$ cat src/rtl/alu_pkg.sv
// alu_pkg: default operand-loader widths, beats per operand and the loader FSM states.
package alu_pkg;
   localparam int WORD_W_DEF = 32;
   localparam int OPND_W_DEF = 128;
   localparam int BEATS = OPND_W_DEF / WORD_W_DEF;
   typedef enum logic [1:0] {LOAD_A, LOAD_B, HOLD} state_t;
endpackage

$ cat src/rtl/beat_counter.sv
// beat_counter: modulo-N beat index; wrap flags the accepted beat that completes an operand.
module beat_counter #(
   parameter int N = 4,
   parameter int CW = $clog2(N)
) (
   input  logic          clk,
   input  logic          rst,
   input  logic          inc,
   output logic [CW-1:0] cnt,
   output logic          wrap
);
   assign wrap = inc && cnt == CW'(N - 1);
   always_ff @(posedge clk or posedge rst)
      if (rst) cnt <= '0;
      else if (inc) cnt <= wrap ? '0 : cnt + 1'b1;
endmodule

$ cat src/rtl/operand_loader.sv
// operand_loader: assembles two OPND_W operands from WORD_W beats and holds them for the ALU.
// Optional beat parity checking is enabled by defining OPERAND_LOADER_PARITY_EN.
module operand_loader
   import alu_pkg::*;
#(
   parameter int WORD_W = WORD_W_DEF,
   parameter int OPND_W = OPND_W_DEF
) (
   input  logic              clk,
   input  logic              rst,
   input  logic [WORD_W-1:0] in_data,
   input  logic              in_valid,
   output logic              in_ready,
   input  logic              in_parity,
   output logic [OPND_W-1:0] out_a,
   output logic [OPND_W-1:0] out_b,
   output logic              out_valid,
   input  logic              out_ready,
   output logic              par_err
);
   localparam int NB = OPND_W / WORD_W;
   localparam int CW = $clog2(NB);
   state_t state, state_nx;
   logic [CW-1:0] cnt;
   logic wrap, accept;
   assign in_ready = state != HOLD;
   assign out_valid = state == HOLD;
   assign accept = in_valid && in_ready;
   beat_counter #(.N(NB), .CW(CW)) u_cnt (
      .clk(clk),
      .rst(rst),
      .inc(accept),
      .cnt(cnt),
      .wrap(wrap)
   );
   always_comb begin
      state_nx = state;
      case (state)
         LOAD_A:  state_nx = wrap ? LOAD_B : LOAD_A;
         LOAD_B:  state_nx = wrap ? HOLD : LOAD_B;
         HOLD:    state_nx = out_ready ? LOAD_A : HOLD;
         default: state_nx = LOAD_A;
      endcase
   end
   always_ff @(posedge clk or posedge rst)
      if (rst) begin
         state <= LOAD_A;
         out_a <= '0;
         out_b <= '0;
      end else begin
         state <= state_nx;
         if (accept && state == LOAD_A) out_a[WORD_W*int'(cnt) +: WORD_W] <= in_data;
         if (accept && state == LOAD_B) out_b[WORD_W*int'(cnt) +: WORD_W] <= in_data;
      end
`ifdef OPERAND_LOADER_PARITY_EN
   logic bad;
   assign bad = ^in_data ^ in_parity;
   // beat 0 of A starts a fresh frame, so it overwrites rather than accumulates
   always_ff @(posedge clk or posedge rst)
      if (rst) par_err <= 1'b0;
      else if (accept) par_err <= (state == LOAD_A && cnt == '0) ? bad : (par_err | bad);
`else
   logic unused_parity;
   assign unused_parity = in_parity;
   assign par_err = 1'b0;
`endif
endmodule
$ cat config.mk
export PLATFORM = sky130hd
export DESIGN_NAME = operand_loader
export DESIGN_NICKNAME = d
export VERILOG_FILES = /design/src/rtl/alu_pkg.sv /design/src/rtl/beat_counter.sv /design/src/rtl/operand_loader.sv
export SDC_FILE = /design/constraint.sdc
export NUM_CORES = 1
export LEC_CHECK = 0
export ABC_AREA = 1
export CORE_AREA = 2 2 142 200
export DETAILED_ROUTE_END_ITERATION = 6
export DIE_AREA = 0 0 144 202
export PLACE_DENSITY_LB_ADDON = 0.25
export SLEW_MARGIN = 20
export SYNTH_ARGS = -nofsm -noshare
export SYNTH_HDL_FRONTEND = slang
export SYNTH_SLANG_ARGS = --single-unit
$ cat constraint.sdc
create_clock -name clk -period 14.6 [get_ports clk]
set_input_delay 2.19 -clock clk [delete_from_list [all_inputs] [get_ports clk]]
set_output_delay 2.19 -clock clk [all_outputs]
set_load 0.1 [all_outputs]
==> impl_metrics.tcl <==
set metrics [dict create \
    status "finished, violations left" \
    failed_checks "design-rule violations" \
    cts_hold_buffers 0 \
    global_route_wire_length_before_repair_microns 54260 \
    die_height_microns 202 \
    remaining_routing_drc_violations 3 \
    report.final.setup_viol 0 \
    grt_remaining_overflow 0 \
    postRouteAntennaNets 0 \
    clkLatencyLatePin_ps 530 \
    grt_start_max_net_pins 115 \
    clk_pin_slew_ps 60 \
    layout_min_cycle_time_ps 4653 \
    groute.usage.overall_pct 23.99 \
    synth.yosys.seq_area_share_pct 60.30 \
    final_nets 1665 \
    cts.htree.levels 1 \
    clock.fmax_ghz 0.2149 \
    ioPinCount 296 \
    yosysWarningCount 0 \
    fp-row-count 72 \
    timing.hold.worst.class "flip-flop to flip-flop" \
    syn_avg_cell_area_sq_um 7.974 \
    estimated_wirelength_of_the_detail_placed_design_microns 24130 \
    yosys.cell_types.count 17 \
    port-buffer-count 293 \
    clock_skew_ps 16.00 \
    worst_pin_slew_ps 1107 \
    route.final.wire_length_microns 35010 \
    start_util_pct 39.53 \
    grt_antenna_before_repair 0 \
    rsz0062_at_grt "false" \
    tritoncts.num_buffers 26 \
    drt-initial-drc-count 555 \
    timing_worst_setup_path_type "flip-flop to primary output" \
    finalSetupTns_ps 0 \
    n_diodes 0 \
    wl_per_cell_microns 17.43 \
    timing.slew.headroom_pct 25.98 \
    ys_top_cells_by_area "sky130_fd_sc_hd__dfrtp_1 (60%), sky130_fd_sc_hd__nand2_1 (28%), sky130_fd_sc_hd__nor2_1 (4.6%), sky130_fd_sc_hd__nand3_1 (2.3%), sky130_fd_sc_hd__buf_2 (1.8%)" \
    route.detailed.vias_per_inst 4.806 \
    die-area_sq_um 29090 \
    setup.worst_path.start_class "flip-flop" \
    arrival_time_at_the_worst_endpoint_ps 2460 \
    numClockSinks 260 \
    ys_ff_latch 260 \
    most-common-layout-cells "sky130_fd_sc_hd__nand2_1 (802), sky130_fd_sc_hd__clkdlybuf4s50_1 (293), sky130_fd_sc_hd__dfrtp_1 (260), sky130_fd_sc_hd__nor2_1 (129), sky130_fd_sc_hd__nand3_1 (50)" \
    layout_worst_path_cycle_share_pct 31.87 \
    critPathCaptureType "primary output" \
    vias 9656 \
    clockRootBuffer "sky130_fd_sc_hd__clkbuf_16" \
    tritoncts "yes" \
    syn_nets 1395 \
    syn_inst 1353 \
    maxSlewViolCount 0 \
    postCtsResizedCells 0 \
    postCtsSetupRepairBufs 0 \
    synth.cell_area_sq_um 10790 \
    cp_max_fo 7 \
    detail_route.first_pass.iterations 7 \
    synthDominantAreaCellType "sky130_fd_sc_hd__dfrtp_1" \
    core_area_sq_um 27300 \
    critPathRequiredTime_ps 12410 \
    layout.cells.most_common "sky130_fd_sc_hd__nand2_1" \
    finalHoldViolations 0 \
    cap_viol_max_count 0 \
    die_w_microns 144 \
    area_delta_synth_final_pct 38.26 \
    gp_congestion 0.8681 \
    post-synth-top-area-fraction_pct 60.30 \
    first_global_vias 9348 \
    drive_above_1_share_pct 4.454 \
    cts_max_path_buffers 3 \
]
## sequential cells by signal, summed over array words and instances, names as in the netlist
register / cells
out_a: 128
u_cnt.cnt: 2
out_b: 128
state: 2
## worst max-delay path, stage by stage, from the launching register on
cell	delay [ps]
sky130_fd_sc_hd__dfrtp_1	420
sky130_fd_sc_hd__inv_2	140
sky130_fd_sc_hd__nand2_1	140
sky130_fd_sc_hd__inv_1	80
sky130_fd_sc_hd__clkdlybuf4s50_1	1160
## layer usage
layer	vias to the layer above	GRT usage (%)	routed length, microns
met1	4610	32.08	14400
met2	366	39.83	17090
met4	0	6.828	954
li1	4624	-	-
met3	56	4.525	2562
met5	-	0	0
## per-stage QoR
step	setup WS (ps)	instances	util (%)	hold slack, ps	cell area, sq um
floorplan	5255	1353	-	499.5	10790
global placement	10170	1965	51.41	462.1	14030
detailed placement	10120	1965	51.42	463.7	14030
CTS	9945	2009	54.63	480.0	14910
global route	9849	2009	54.65	495.3	14920
finish	9947	2009	54.65	477.4	14920
## synthesized netlist by cell type
library cell	instances
sky130_fd_sc_hd__buf_1	2
sky130_fd_sc_hd__nand2_1	803
sky130_fd_sc_hd__o21ai_0	1
sky130_fd_sc_hd__nand4_1	4
sky130_fd_sc_hd__clkinv_1	1
sky130_fd_sc_hd__buf_2	38
sky130_fd_sc_hd__inv_2	4
sky130_fd_sc_hd__inv_1	16
sky130_fd_sc_hd__a21oi_1	1
sky130_fd_sc_hd__nor2_1	132
sky130_fd_sc_hd__dfrtp_1	260
sky130_fd_sc_hd__buf_4	1
sky130_fd_sc_hd__nor2_2	4
sky130_fd_sc_hd__conb_1	1
sky130_fd_sc_hd__nand3_1	50
sky130_fd_sc_hd__clkbuf_1	30
sky130_fd_sc_hd__ha_1	5
## cell type report
cell class	instances	area, sq um
fill	2552	12380
sequential	260	6506
multi-input combinational	1001	3896
timing repair buffer	313	3087
clock buffer	39	800.8
tap	370	462.9
inverter	21	86.33
clock inverter	5	77.57
## final timing paths
check / start / cells past startpoint / slack, ps / end
hold reg to reg: out_a[104] / 2 / 480 / out_a[104]
hold / removal: out_a[104] / 2 / 480 / out_a[104]
setup / recovery: state[0] / 4 / 9950 / out_valid
min in group asynchronous: rst / 2 / 2240 / out_a[0]
max in group asynchronous: rst / 3 / 10990 / state[1]
setup reg to reg: u_cnt.cnt[0] / 8 / 11350 / out_a[117]
## logic make-up (layout without fill, tap and decap cells)
kind of cell,count (synthesis),count (layout),share of synthesized area (%)
other,1,1,0.03476
adders and majority gates,5,5,0.5798
DFF,260,260,60.30
buffers and inverters,92,378,3.676
AOI/OAI and AO/OA,2,2,0.09269
and+or+nand+nor,993,993,35.31
Power is left out: the tool's default activity adds up to more than one toggle a clock period on the data nets, which glitch-free logic cannot reach.
